==> src/rtl/sysid_regbank_if.sv <==
// Avalon-MM slave bus for the system-ID / housekeeping register bank.
// Handshake: the slave never stalls; read or write is accepted in the cycle it is high,
// and each accepted read returns exactly one readdatavalid pulse, in order.
interface sysid_regbank_if #(
    parameter int ADDR_W = 4
) ();
    logic [ADDR_W-1:0] address;
    logic              read;
    logic              write;
    logic [31:0]       writedata;
    logic [3:0]        byteenable;
    logic [31:0]       readdata;
    logic              readdatavalid;

    modport master (
        output address, read, write, writedata, byteenable,
        input  readdata, readdatavalid
    );

    modport slave (
        input  address, read, write, writedata, byteenable,
        output readdata, readdatavalid
    );
endinterface

==> src/rtl/sysid_regbank.sv <==
// System ID, build timestamp, capability word, coherent 64-bit uptime counter and
// software scratch registers behind a non-stalling Avalon-MM slave with fixed read latency.
module sysid_regbank #(
    parameter logic [31:0] SYSTEM_ID    = 32'h00000000,
    parameter logic [31:0] TIMESTAMP    = 32'h00000000,
    parameter int          ADDR_W       = 4,
    parameter int          NUM_SCRATCH  = 4,
    parameter int          READ_LATENCY = 1
) (
    input  logic              clock,
    input  logic              reset_n,
    sysid_regbank_if.slave    bus
);
    localparam logic [31:0] CAPS = {16'h0, 4'(NUM_SCRATCH), 4'(READ_LATENCY), 8'(ADDR_W)};

    logic [31:0] word_idx;
    logic        rd_accept;
    logic        uptime_clr;
    logic [63:0] uptime;
    logic [31:0] uptime_hi_shadow;
    logic [31:0] scratch [NUM_SCRATCH];
    logic [31:0] rd_mux;
    logic [READ_LATENCY-1:0] pipe_vld;
    logic [31:0]             pipe_data [READ_LATENCY];

    assign word_idx   = 32'(bus.address);
    // A read that coincides with a write is dropped; the write wins.
    assign rd_accept  = bus.read && !bus.write;
    assign uptime_clr = bus.write && (word_idx == 32'd2) && (|bus.byteenable);

    // The clearing edge counts as tick zero, so the following cycle samples 1.
    always_ff @(posedge clock or negedge reset_n) begin
        if (!reset_n) begin
            uptime <= '0;
        end else if (uptime_clr) begin
            uptime <= 64'd1;
        end else begin
            uptime <= uptime + 64'd1;
        end
    end

    always_ff @(posedge clock or negedge reset_n) begin
        if (!reset_n) begin
            uptime_hi_shadow <= '0;
        end else if (rd_accept && (word_idx == 32'd2)) begin
            uptime_hi_shadow <= uptime[63:32];
        end
    end

    always_ff @(posedge clock or negedge reset_n) begin
        if (!reset_n) begin
            for (int i = 0; i < NUM_SCRATCH; i++) scratch[i] <= '0;
        end else if (bus.write) begin
            for (int i = 0; i < NUM_SCRATCH; i++) begin
                if (word_idx == 32'(8 + i)) begin
                    for (int b = 0; b < 4; b++) begin
                        if (bus.byteenable[b]) scratch[i][8*b +: 8] <= bus.writedata[8*b +: 8];
                    end
                end
            end
        end
    end

    always_comb begin
        rd_mux = '0;
        case (word_idx)
            32'd0:   rd_mux = SYSTEM_ID;
            32'd1:   rd_mux = TIMESTAMP;
            32'd2:   rd_mux = uptime[31:0];
            32'd3:   rd_mux = uptime_hi_shadow;
            32'd4:   rd_mux = CAPS;
            default: rd_mux = '0;
        endcase
        for (int i = 0; i < NUM_SCRATCH; i++) begin
            if (word_idx == 32'(8 + i)) rd_mux = scratch[i];
        end
    end

    // Data stages load only behind a valid so readdata holds its last returned value.
    always_ff @(posedge clock or negedge reset_n) begin
        if (!reset_n) begin
            pipe_vld <= '0;
            for (int k = 0; k < READ_LATENCY; k++) pipe_data[k] <= '0;
        end else begin
            pipe_vld[0] <= rd_accept;
            if (rd_accept) pipe_data[0] <= rd_mux;
            for (int k = 1; k < READ_LATENCY; k++) begin
                pipe_vld[k] <= pipe_vld[k-1];
                if (pipe_vld[k-1]) pipe_data[k] <= pipe_data[k-1];
            end
        end
    end

    assign bus.readdata      = pipe_data[READ_LATENCY-1];
    assign bus.readdatavalid = pipe_vld[READ_LATENCY-1];
endmodule

==> src/flat_wrapper.sv <==
// flat-port wrapper written by rule: the top's interface ports become plain ports
module sysid_regbank_flat 
#(
    parameter logic [31:0] SYSTEM_ID    = 32'h00000000,
    parameter logic [31:0] TIMESTAMP    = 32'h00000000,
    parameter int          ADDR_W       = 4,
    parameter int          NUM_SCRATCH  = 4,
    parameter int          READ_LATENCY = 1
)
  (clock, reset_n, bus_address, bus_read, bus_write, bus_writedata, bus_byteenable, bus_readdata, bus_readdatavalid);
  sysid_regbank_if #(.ADDR_W(ADDR_W)) bus_i ();
  input  logic clock;
  input  logic reset_n;
  input wire logic [$bits(bus_i.address)-1:0] bus_address;
  input wire logic [$bits(bus_i.read)-1:0] bus_read;
  input wire logic [$bits(bus_i.write)-1:0] bus_write;
  input wire logic [$bits(bus_i.writedata)-1:0] bus_writedata;
  input wire logic [$bits(bus_i.byteenable)-1:0] bus_byteenable;
  output wire logic [$bits(bus_i.readdata)-1:0] bus_readdata;
  output wire logic [$bits(bus_i.readdatavalid)-1:0] bus_readdatavalid;
  assign bus_i.address = bus_address;
  assign bus_i.read = bus_read;
  assign bus_i.write = bus_write;
  assign bus_i.writedata = bus_writedata;
  assign bus_i.byteenable = bus_byteenable;
  assign bus_readdata = bus_i.readdata;
  assign bus_readdatavalid = bus_i.readdatavalid;
  sysid_regbank #(.SYSTEM_ID(SYSTEM_ID), .TIMESTAMP(TIMESTAMP), .ADDR_W(ADDR_W), .NUM_SCRATCH(NUM_SCRATCH), .READ_LATENCY(READ_LATENCY)) u_core (.clock(clock), .reset_n(reset_n), .bus(bus_i));
endmodule
==> config.mk <==
export PLATFORM = sky130hd
export DESIGN_NAME = sysid_regbank_flat
export DESIGN_NICKNAME = d
export VERILOG_FILES = /design/src/rtl/sysid_regbank_if.sv /design/src/rtl/sysid_regbank.sv /design/src/flat_wrapper.sv
export SDC_FILE = /design/constraint.sdc
export NUM_CORES = 1
export LEC_CHECK = 0
export BUFFER_PORTS_ARGS = -buffer_cell sky130_fd_sc_hd__buf_2
export CAP_MARGIN = 20
export CORE_MARGIN = 4
export CORE_UTILIZATION = 55
export DETAILED_ROUTE_END_ITERATION = 8
export PLACE_DENSITY = 0.8
export SETUP_SLACK_MARGIN = 0.05
export SLEW_MARGIN = 0
export SYNTH_ARGS = -nofsm -noshare
export SYNTH_HDL_FRONTEND = slang
export SYNTH_SLANG_ARGS = --single-unit
==> constraint.sdc <==
create_clock -name clock -period 2.6 [get_ports clock]
set_input_delay 0.13 -clock clock [delete_from_list [all_inputs] [get_ports clock]]
set_output_delay 0.13 -clock clock [all_outputs]
set_load 0.1 [all_outputs]
==> results of run 1 <==
-- per-stage QoR --
| step | setup WS, ns | utilization (%) | cells |
|---|---|---|---|
| 2_1_floorplan | 0.4603 | - | 1005 |
| 3_3_place_gp | 0.2913 | 59.78 | 1317 |
| 3_5_place_dp | 0.2171 | 59.78 | 1317 |
| 4_1_cts | 0.1736 | 65.41 | 1396 |
| 5_1_grt | 0.05193 | 65.46 | 1396 |
| 6_report | 0.2180 | 65.46 | 1396 |
-- report_power, final --
part	leakage, nW	switching, mW	internal, mW
Combinational	2.61	1.26	0.851
Clock	0.427	1.52	2.23
Sequential	3.27	0.693	4.82
Total	6.30	3.48	7.90
-- cell type report --
class / instances / area [um2]
fillers: 1531 / 7284
flip-flops and latches: 257 / 6431
inverters: 8 / 30.03
repair buffers: 133 / 988.4
clock inverters: 8 / 90.09
multi-input cells: 677 / 5152
well taps: 275 / 344.1
clock buffers: 38 / 767.0
-- cells in the mapped netlist (all sizes together), types with 2 or more instances --
| cell type | instances |
|---|---|
| a21o | 29 |
| a31oi | 2 |
| buf | 10 |
| nand2b | 2 |
| or3 | 17 |
| nand3 | 27 |
| xnor2 | 18 |
| o221ai | 15 |
| o21a | 14 |
| o31ai | 14 |
| mux2 | 157 |
| xor2 | 14 |
| nor2b | 5 |
| mux2i | 18 |
| and2 | 3 |
| a21oi | 49 |
| nor3 | 10 |
| nor4 | 14 |
| a2bb2oi | 15 |
| dfrtp | 257 |
| and4 | 4 |
| or4 | 20 |
| nor2 | 73 |
| o21ai | 23 |
| a222oi | 29 |
| nand2 | 46 |
| inv | 8 |
| clkbuf | 53 |
| and3 | 5 |
| nor3b | 3 |
| nand4 | 25 |
| o22ai | 20 |
-- sequential cells by signal, summed over array words and instances, names as in the netlist --
signal / count
u_core.scratch: 128
u_core.bus.readdata: 32
u_core.uptime: 64
u_core.bus.readdatavalid: 1
u_core.uptime_hi_shadow: 32
-- routing by layer --
metal	vias to the layer above	routed length, um	part of all wire [%]
li1	3983	-	-
met1	4534	11950	41
met2	357	14400	49
met3	77	1950	6.7
met4	0	983	3.4
met5	-	0	0
-- what timing repair did --
item | 4_1_cts | 5_1_grt
resized for setup | 0 | 1
endpoints found under the setup margin | 0 | 4
hold endpoints to repair | 206 | 0
hold buffers | 33 | 0
-- cell families (layout without fill, tap and decap cells) --
| group | Yosys count | count (layout) | share of synthesized area, % |
|---|---|---|---|
| buf+inv | 71 | 187 | 2.337 |
| mux | 175 | 175 | 16.47 |
| fa+ha+maj | 1 | 1 | 0.1057 |
| simple gates | 256 | 256 | 11.66 |
| xor+xnor | 32 | 32 | 2.369 |
| compound gates | 213 | 213 | 12.70 |
| flops | 257 | 257 | 54.36 |
-- critical path, stage by stage, from the launching register on --
cell and delay [ns]:
dfrtp_1 0.42, ha_1 0.24, inv_1 0.13, nor4_4 0.42, nand4_4 0.34, or4_1 0.59, a21oi_1 0.16
-- final timing paths --
kind | endpoint | depth (start not counted)
worst max-delay path | u_core.uptime[60]$_DFF_PN0_ | 6
worst min-delay path | u_core.bus.readdata[2]$_DFFE_PN0P_ | 3
worst max register to register | u_core.uptime[60]$_DFF_PN0_ | 6
worst min register to register | u_core.bus.readdata[9]$_DFFE_PN0P_ | 1
max in group asynchronous | u_core.uptime[41]$_DFF_PN0_ | 3
min in group asynchronous | u_core.bus.readdata[0]$_DFFE_PN0P_ | 2
==> metrics.md, run 1 <==
| Metric | Value |
|---|---|
| Vias in the first global route | between 9000 and 10000 |
| Min-delay src | bus_read |
| # Post-CTS Setup Buffers | 0 |
| Initial Utilization | 56.10% |
| Routing usage on met2 | 40.66% |
| Die Wd | 154.7 um |
| Commonest non-fill, non-tap cells in the layout | dfrtp_1, mux2_2, buf_2, nor2_1, a21oi_1 |
| Max FO, Critical Path | 24 |
| Critical Path Start Type | register |
| Min Tclk post-route | 2.382 ns |
| Top cell type's share of synthesized area | 54.36% |
| Layout cells sized above 1 | 27.65% |
| Sequential area share after synthesis | 54.36% |
| GRT Residual Overflow | 0 |
| Gr usage total | 24.43% |
| RR Startpoint | u_core.uptime[0]$_DFF_PN0_ |
| Path category of the worst min-delay check | in -> reg |
| Clk_lat worst skew | 0.53 ns |
| Clock buffer depth | 3 |
| TritonRoute pass-1 iters | 8 |
| Worst slew pin tran | 0.8319 ns |
| CP required | 3.05 ns |
| CTS tree | done |
| PwrDens | approximately 820 nW/um2 |
| TNS Setup | 0 ns |
| Final worst-path cycle share | 91.61% |
| Max Fclk | 0.4198 GHz |
| Routed vias | 8951 |
| TritonCTS Sinks | 257 |
| Core Rows | 53 |
| Warnings from Yosys | 0 |
| Antenna violations before repair | 0 |
| Arr. time, crit path | 2.83 ns |
| Critical path endpoint category | register |
| Worst Clk Skew | 0.01638 ns |
| Final Setup Violations | 0 |
| GPL Wtd Cong | 0.8717 |
| RSZ-0062 raised after global routing | false |
| Overall routed net length | 29280 um |
| Hold Vio Cnt, Final | 0 |
| Mean Syn Cell Area | 11.77 um2 |
| CP startpoint | u_core.uptime[0]$_DFF_PN0_ |
| Final Max Tran Viols | 0 |
| Total die area | ~24000 um2 |
| Area growth syn-to-layout | 16.68% |
| Drc violations | 0 |
| First-pass GRT wire length | 47870 um |
| CTS clk-pin slew, worst paths | around 0.070 ns |
| Antenna Nets Post-Route | 0 |
| Most used flip-flop cell after synthesis | dfrtp_1 |
| Met3 Use GR | roughly 4.4% |
| GRT Max-Usage Layer | met2 |
| Largest net degree at the start of global routing | just over 80 |
| Avg WL per Cell | 20.97 um |
| Syn Inst Count | 1005 |
| Power Total | 11.38 mW |
| Status | completed |
| Ports | 77 |
| GR met1 Demand/Resource | 32.45% |
| Iteration-0 DRC Markers | 723 |
| Area leader, netlist | dfrtp_1 |
| Placement-stage cell area | 12610 um2 |
| Placed wire-length estimate | 18850 um |
| Synth area leaders | dfrtp_1, mux2_2, a222oi_1, nor2_1, a21oi_1 |
| Register bit total from synthesis | 257 |
| Core area | around 21000 um2 |
| Post-synth ARST share | 100.0% |
| Total CTS buffers | 26 |
| DR vias/cell | 6.412 |
| Peak supply drop | between 0.4 and 0.5 mV |
| Buffers on Ports | 76 |
| Die H | ~150 um |
| Yosys cell types | 45 |
| Max-cap viol count | 0 |
| R2R Setup Slk | 0.22 ns |
| Nets | about 1100 |
| CTS root buf | clkbuf_16 |
| Final hold slack | 0.08066 ns |
| Diode count | 0 |
| Leak | 6.301 nW |
| Slew HR | between 40% and 50% |
| Final instance area | around 14000 um2 |
| H-tree depth | 1 |
| Critical path start-end classification | reg -> reg |
| Most common cell after layout, fill and taps aside | dfrtp_1 |
| Mapped Area | ~12000 um2 |
| Mapped Nets | approximately 1100 |
| Post-synth EDFFs | 0 |
No activity file was read; power rests on OpenSTA's default activity.
==> run 2: changes to the inputs <==
--- a/config.mk
+++ b/config.mk
@@ -5,6 +5,7 @@
 export SDC_FILE = /design/constraint.sdc
 export NUM_CORES = 1
 export LEC_CHECK = 0
+export ABC_AREA = 1
 export BUFFER_PORTS_ARGS = -buffer_cell sky130_fd_sc_hd__buf_2
 export CAP_MARGIN = 20
 export CORE_MARGIN = 4
==> metrics.md, run 2 <==
| Metric | Value |
|---|---|
| Overall routed net length | 35440 um (+21%) |
| Most frequent cell after synthesis | nand2_1 |
| Max stage delay on crit path | 0.45 ns (-0.14 ns) |
| Layout cells sized above 1 | 8.533% (-19 points) |
| Ports | 77 (unchanged) |
| Gr usage total | 28.61% (+4.2 points) |
| Slew HR | 54.10% (+9.7 points) |
| Gates resized, CTS repair | 0 (unchanged) |
| Largest Register | u_core.scratch |
| Final instance area | 14310 um2 (+3.7%) |
| GR met1 Demand/Resource | 41.93% (+9.5 points) |
| Synth area leaders | dfrtp_1, nand2_1, nor2_1, o21ai_0, inv_1 |
| Largest registers | u_core.scratch x128, u_core.uptime x64 |
| Worst Clk Skew | 0.01985 ns (+0.003472 ns) |
| Worst slew pin tran | 0.6863 ns (-0.1456 ns) |
| First-pass GRT wire length | 56760 um (+19%) |
| Sequential area share after synthesis | 51.98% (-2.4 points) |
| Buffers on Ports | 76 (unchanged) |
| Final hold slack | 0.03511 ns (-0.04555 ns) |
| Diode count | 0 (unchanged) |
| Warnings from Yosys | 0 (unchanged) |
| Most used flip-flop cell after synthesis | dfrtp_1 |
| Mapped Area | 12370 um2 (+4.6%) |
| Iteration-0 DRC Markers | 1099 (+52%) |
| TNS Setup | 0 ns (unchanged) |
| Post-synth EDFFs | 0 (unchanged) |
| Met3 Use GR | 4.429% (+0.036 points) |
| CP max stage cell | dfrtp_1 |
| Final worst-path cycle share | 77.56% (-14 points) |
| Register bit total from synthesis | 257 (unchanged) |
| Max-cap viol count | 0 (unchanged) |
| Area leader, netlist | dfrtp_1 |
| Critical path start-end classification | reg -> reg |
| Cell Chain, Critical Path | ha_1, nand3_1, nor2_2, nand3_1, nor2_1, xor2_1, nor2_1 |
| Yosys cell types | 26 (-42%) |
| Antenna violations before repair | 0 (unchanged) |
| DR vias/cell | 5.480 (-15%) |
| Arr. time, crit path | 2.42 ns (-0.41 ns) |
| Non-filler cells in the finished layout | 2073 (+48%) |
| Final Max Tran Viols | 0 (unchanged) |
| Die Wd | 158.0 um (+2.2%) |
| Min Tclk post-route | 2.017 ns (-0.3653 ns) |
| CTS root buf | clkbuf_16 |
| Syn Inst Count | 1672 (+66%) |
| Commonest non-fill, non-tap cells in the layout | nand2_1, nor2_1, dfrtp_1, o21ai_0, inv_1 |
| Sequential power share | 47.5% (-0.9 points) |
| Nets | 1821 (+59%) |
| Clk_lat worst skew | 0.53 ns (about the same) |
| Area growth syn-to-layout | 15.66% |
| Top cell type's share of synthesized area | 51.98% (-2.4 points) |
| Post-synth ARST share | 100.0% (unchanged) |
| GRT Residual Overflow | 0 (unchanged) |
| Sw Ratio | 31.86% (+1.3 points) |
| Routing usage on met2 | 45.87% (+5.2 points) |
| Placement-stage cell area | 13080 um2 (+3.7%) |
| Leak | 6.838 nW (+8.5%) |
| Critical Path Start Type | register |
| Worst setup margin | 0.5833 ns (+0.3653 ns) |
| Max FO, Critical Path | 8 (-67%) |
| Core area | 21960 um2 (+4.1%) |
| Status | completed |
| Avg WL per Cell | 17.10 um (-18%) |
| CP required | 3.01 ns (-0.04 ns) |
| Antenna Nets Post-Route | 0 (unchanged) |
| Max Fclk | 0.4959 GHz (+18%) |
| TritonRoute pass-1 iters | 5 (-3) |
| Clock share of power | 35.0% (+2.0 points) |
| Mapped Nets | 1717 (+64%) |
| H-tree depth | 1 (unchanged) |
| Pre-CTS setup slack | 0.6464 ns (+0.4294 ns) |
| Drc violations | 0 (unchanged) |
| Min-delay src | bus_read |
| Die H | 158.0 um (+2.2%) |
| Register area | 6431 um2 (unchanged) |
| Number of fill cells | 1825 (+19%) |
| Power Total | 11.27 mW (-0.94%) |
| Multi-input gate area | 5166 um2 (+0.27%) |
| Total die area | 24960 um2 (+4.4%) |
| Vias in the first global route | 10789 (+19%) |
| Final Setup Violations | 0 (unchanged) |
| Core Rows | 54 (+1.9%) |
| Hold Vio Cnt, Final | 0 (unchanged) |
| CTS tree | done |
| Largest net degree at the start of global routing | 89 (+8.5%) |
| Final cell utilization of the core | 65.17% (-0.28 points) |
| Placed wire-length estimate | 25210 um (+34%) |
| Critical path endpoint category | register |
| Clock buffer depth | 3 (unchanged) |
| Path category of the worst min-delay check | in -> reg |
| Total CTS buffers | 27 (+3.8%) |
| CP startpoint | u_core.uptime[0]$_DFF_PN0_ |
| Combinational share of power | 17.5% (-1.1 points) |
| Most common cell after layout, fill and taps aside | nand2_1 |
| Placed insts | 1994 (+51%) |
| PwrDens | 787.7 nW/um2 (-4.5%) |
| Peak supply drop | 0.4616 mV (-4.8%) |
| GPL Wtd Cong | 0.9961 (+14%) |
| Routed vias | 11361 (+27%) |
| Flip-flop count of the largest register after layout | 128 (unchanged) |
| Power Internal | 7.682 mW (-2.8%) |
| CTS clk-pin slew, worst paths | 0.07 ns (about the same) |
| Sw Pwr | 3.591 mW (+3.3%) |
| GRT Max-Usage Layer | met2 |
| TritonCTS Sinks | 257 (unchanged) |
| RR Startpoint | u_core.uptime[0]$_DFF_PN0_ |
| Initial Utilization | 56.35% (+0.25 points) |
| RSZ-0062 raised after global routing | false |
| Top cells by count, synth | nand2_1, nor2_1, dfrtp_1 |
| Mean Syn Cell Area | 7.400 um2 (-37%) |
==> run 2: cell count changes after synthesis, sizes merged, moves of 22 or more <==
cell	previous run	this run
a21o	29	0
nor2	73	267
o21ai	23	194
inv	8	147
nand2	46	587
nand3	27	51
mux2	157	1
a222oi	29	0
clkbuf	53	31
==> run 2: repair_timing <==
item | in CTS | in global routing
setup buffers | 0 | 0
setup endpoints to repair | 0 | 0
hold endpoints to repair | 211 | 0
hold buffers | 33 | 0
==> run 2: worst max-delay path: cells and delay by family (launching register included) <==
| family | cells | cell delay [ns] |
|---|---|---|
| XOR/XNOR | 1 | 0.18 |
| adder cells (fa/ha/maj) | 1 | 0.35 |
| flip-flops | 1 | 0.45 |
| AND/OR/NAND/NOR | 5 | 0.90 |
==> run 2: layer usage <==
layer | up-vias | wire length [um]
met2 | 502 | 16270
li1 | 5466 | -
met1 | 5346 | 15520
met4 | 0 | 517
met3 | 47 | 3134
met5 | - | 0
==> run 2: final cells by class <==
cell class / instances / area share [%]
tap: 280 / 2.448
timing repair buffer: 128 / 6.295
sequential: 257 / 44.94
inverter: 149 / 3.908
multi-input combinational: 1213 / 36.10
clock inverter: 9 / 0.9093
clock buffer: 37 / 5.403
==> run 2: cell families (layout without fill, tap and decap cells) <==
| kind of cell | count (synthesis) | in the layout | share of synthesized area (%) |
|---|---|---|---|
| multiplexers | 1 | 1 | 0.09100 |
| buffers and inverters | 202 | 323 | 6.330 |
| XOR/XNOR | 16 | 16 | 1.133 |
| AND/OR/NAND/NOR | 955 | 955 | 30.64 |
| adder cells (fa/ha/maj) | 1 | 1 | 0.1011 |
| AO/OA/AOI/OAI | 240 | 240 | 9.728 |
| flip-flops | 257 | 257 | 51.98 |
==> run 2: power by group through the flow <==
stage | Clock [mW] | Combinational [mW] | Sequential [mW]
3_5_place_dp | 0 | 1.91 | 5.38
2_1_floorplan | 0 | 0.982 | 5.62
5_1_grt | 4.17 | 2.22 | 5.43
6_report | 3.95 | 1.98 | 5.35
3_3_place_gp | 0 | 1.85 | 5.36
4_1_cts | 3.98 | 1.97 | 5.33
==> run 2: path summary, 6_finish.rpt <==
kind | end | slack (ns) | cells past startpoint
worst max-delay path | u_core.uptime[30]$_DFF_PN0_ | 0.58 | 7
worst min-delay path | u_core.bus.readdata[9]$_DFFE_PN0P_ | 0.04 | 5
worst max register to register | u_core.uptime[30]$_DFF_PN0_ | 0.58 | 7
worst min register to register | u_core.bus.readdata[22]$_DFFE_PN0P_ | 0.47 | 2
max in group asynchronous | u_core.scratch[89]$_DFFE_PN0P_ | 1.43 | 3
min in group asynchronous | u_core.scratch[41]$_DFFE_PN0P_ | 0.19 | 2
==> run 3: changes to the inputs <==
--- a/config.mk
+++ b/config.mk
@@ -11,7 +11,7 @@
 export CORE_MARGIN = 4
 export CORE_UTILIZATION = 55
 export DETAILED_ROUTE_END_ITERATION = 8
-export PLACE_DENSITY = 0.8
+export PLACE_DENSITY = 0.83
 export SETUP_SLACK_MARGIN = 0.05
 export SLEW_MARGIN = 0
 export SYNTH_ARGS = -nofsm -noshare
==> constraint.sdc (replaced) <==
create_clock -name clock -period 1.8 [get_ports clock]
set_input_delay 0.09 -clock clock [delete_from_list [all_inputs] [get_ports clock]]
set_output_delay 0.09 -clock clock [all_outputs]
set_load 0.1 [all_outputs]
==> metrics.md, run 3 (synthesis gave the netlist of run 2 again) <==
| Metric | Value |
|---|---|
| CTS tree | done |
| Antenna violations before repair | 1 (+1) |
| Sequential power share | 46.4% (-1.1 points) |
| CTS clk-pin slew, worst paths | 0.06 ns (about the same) |
| Hold Vio Cnt, Final | 0 (unchanged) |
| PwrDens | 1119 nW/um2 (+42%) |
| Overall routed net length | 37660 um (+6.3%) |
| Nets | 1869 (+2.6%) |
| Final worst-path cycle share | 94.98% (+17 points) |
| Clock share of power | 35.1% (about the same) |
| Antenna Nets Post-Route | 0 (unchanged) |
| Area growth syn-to-layout | 20.40% |
| Path category of the worst min-delay check | in -> reg |
| Max stage delay on crit path | 0.42 ns (-0.03 ns) |
| Final instance area | 14900 um2 (+4.1%) |
| Final Max Tran Viols | 0 (unchanged) |
| Die Wd | 158.0 um (unchanged) |
| Arr. time, crit path | 2.15 ns (-0.27 ns) |
| Routed vias | 11780 (+3.7%) |
| Final Setup Violations | 0 (unchanged) |
| Placement-stage cell area | 13410 um2 (+2.5%) |
| Critical path start-end classification | reg -> reg |
| Buffers on Ports | 76 (unchanged) |
| GRT Residual Overflow | 0 (unchanged) |
| Total die area | 24960 um2 (unchanged) |
| Largest Register | u_core.scratch |
| Cell Chain, Critical Path | ha_4, nand3_1, nor2_2, nand3_1, nor2_2, xor2_1, nor2_1 |
| Commonest non-fill, non-tap cells in the layout | nand2_1, dfrtp_1, nor2_1, o21ai_0, inv_1 |
| Leak | 7.103 nW (+3.9%) |
| Sw Ratio | 32.56% (+0.71 points) |
| Register area | 6439 um2 (+0.12%) |
| Max Fclk | 0.5849 GHz (+18%) |
| First-pass GRT wire length | 60620 um (+6.8%) |
| TNS Setup | 0 ns (unchanged) |
| TritonCTS Sinks | 257 (unchanged) |
| H-tree depth | 1 (unchanged) |
| Flip-flop count of the largest register after layout | 128 (unchanged) |
| Power Total | 16.68 mW (+48%) |
| DR vias/cell | 5.544 (+1.2%) |
| Worst Clk Skew | 0.01134 ns (-0.008511 ns) |
| Min Tclk post-route | 1.710 ns (-0.3070 ns) |
| Sw Pwr | 5.430 mW (+51%) |
| Max FO, Critical Path | 4 (-4) |
| Max-cap viol count | 0 (unchanged) |
| Largest registers | u_core.scratch x128, u_core.uptime x64 |
| Layout cells sized above 1 | 13.39% (+4.9 points) |
| Initial Utilization | 56.35% (unchanged) |
| Combinational share of power | 18.5% (+1.0 points) |
| Pre-CTS setup slack | 0.07139 ns (-0.5750 ns) |
| Final hold slack | 0.02495 ns (-0.01015 ns) |
| Clk_lat worst skew | 0.57 ns (+0.04 ns) |
| Placed wire-length estimate | 26650 um (+5.7%) |
| CP max stage cell | dfrtp_1 |
| Total CTS buffers | 28 (+3.7%) |
| Ports | 77 (unchanged) |
| Peak supply drop | 0.7688 mV (+67%) |
| Die H | 158.0 um (unchanged) |
| Power Internal | 11.25 mW (+46%) |
| Worst setup margin | 0.09030 ns (-0.4930 ns) |
| Clock buffer depth | 3 (unchanged) |
| Largest net degree at the start of global routing | 71 (-20%) |
| Multi-input gate area | 5281 um2 (+2.2%) |
| Avg WL per Cell | 17.72 um (+3.7%) |
| Core Rows | 54 (unchanged) |
| Critical path endpoint category | register |
| Gr usage total | 30.69% (+2.1 points) |
| Worst slew pin tran | 0.5648 ns (-0.1215 ns) |
| Iteration-0 DRC Markers | 1440 (+31%) |
| TritonRoute pass-1 iters | 8 (+3) |
| CTS root buf | clkbuf_16 |
| Vias in the first global route | 11639 (+7.9%) |
| RSZ-0062 raised after global routing | true |
| Most common cell after layout, fill and taps aside | nand2_1 |
| Status | completed |
| WP buf/inv | 0 (unchanged) |
| Top Family by Delay on Critical Path | simple AND/OR/NAND/NOR gates |
| Number of fill cells | 1747 (-4.3%) |
| Critical Path Start Type | register |
| Core area | 21960 um2 (unchanged) |
| GPL Wtd Cong | 1.002 (+0.56%) |
| Drc violations | 0 (unchanged) |
| Slew HR | 62.26% (+8.2 points) |
| CP required | 2.24 ns (-0.77 ns) |
[run 3: timing repair]
item,4_1_cts,5_1_grt
pin swaps,0,2
endpoints found under the hold margin,386,0
setup endpoints to repair,4,33
setup buffers,0,5
resized for setup,4,47
hold buffers,36,0
[run 3: path summary, 6_finish.rpt]
check / cells past startpoint / slack [ns] / end / from
worst max-delay path: 7 / 0.09 / u_core.uptime[30]$_DFF_PN0_ / u_core.uptime[0]$_DFF_PN0_
worst min-delay path: 3 / 0.02 / u_core.bus.readdatavalid$_DFF_PN0_ / bus_write
worst max register to register: 7 / 0.09 / u_core.uptime[30]$_DFF_PN0_ / u_core.uptime[0]$_DFF_PN0_
worst min register to register: 2 / 0.48 / u_core.bus.readdata[21]$_DFFE_PN0P_ / u_core.bus.readdata[21]$_DFFE_PN0P_
max in group asynchronous: 4 / 0.70 / u_core.uptime[31]$_DFF_PN0_ / reset_n
min in group asynchronous: 3 / 0.47 / u_core.scratch[14]$_DFFE_PN0P_ / reset_n
[run 3: power by group through the flow]
stage | registers (mW) | clock network, mW | logic, mW
after floorplan | 8.12 | 0 | 1.42
after global placement | 7.71 | 0 | 2.80
after detailed placement | 7.75 | 0 | 2.90
after CTS | 7.67 | 5.88 | 3.00
after global routing | 7.84 | 6.14 | 3.46
final | 7.74 | 5.86 | 3.08
[run 3: area by class of cell]
cell class | instances | share of cell area (%)
Tap cell | 280 | 2.352
Inverter | 149 | 3.754
Antenna cell | 1 | 0.01680
Clock buffer | 42 | 5.728
Sequential cell | 257 | 43.22
Multi-Input combinational cell | 1213 | 35.45
Timing Repair Buffer | 175 | 8.786
Clock inverter | 8 | 0.6887
[run 3: worst reg2reg max path: cells and delay by family (launching register included)]
family                     cells  cell delay (ns)
xor gates and xnor gates       1             0.18
adders and majority gates      1             0.19
DFF                            1             0.42
and+or+nand+nor                5             0.81
[run 3: metal layers]
layer	share of wire, %	routed length, um	global-route usage, %
met1	42	16010	44.18
met2	45	17100	48.22
met3	8.5	3219	4.565
met4	3.5	1336	10.32
met5	0	0	0
[run 3: through the flow]
stage | instances | utilization [%]
4_1_cts | 2119 | 67.13
3_3_place_gp | 2033 | 61.06
5_1_grt | 2125 | 67.84
2_1_floorplan | 1672 | -
3_5_place_dp | 2033 | 61.06
6_report | 2125 | 67.84
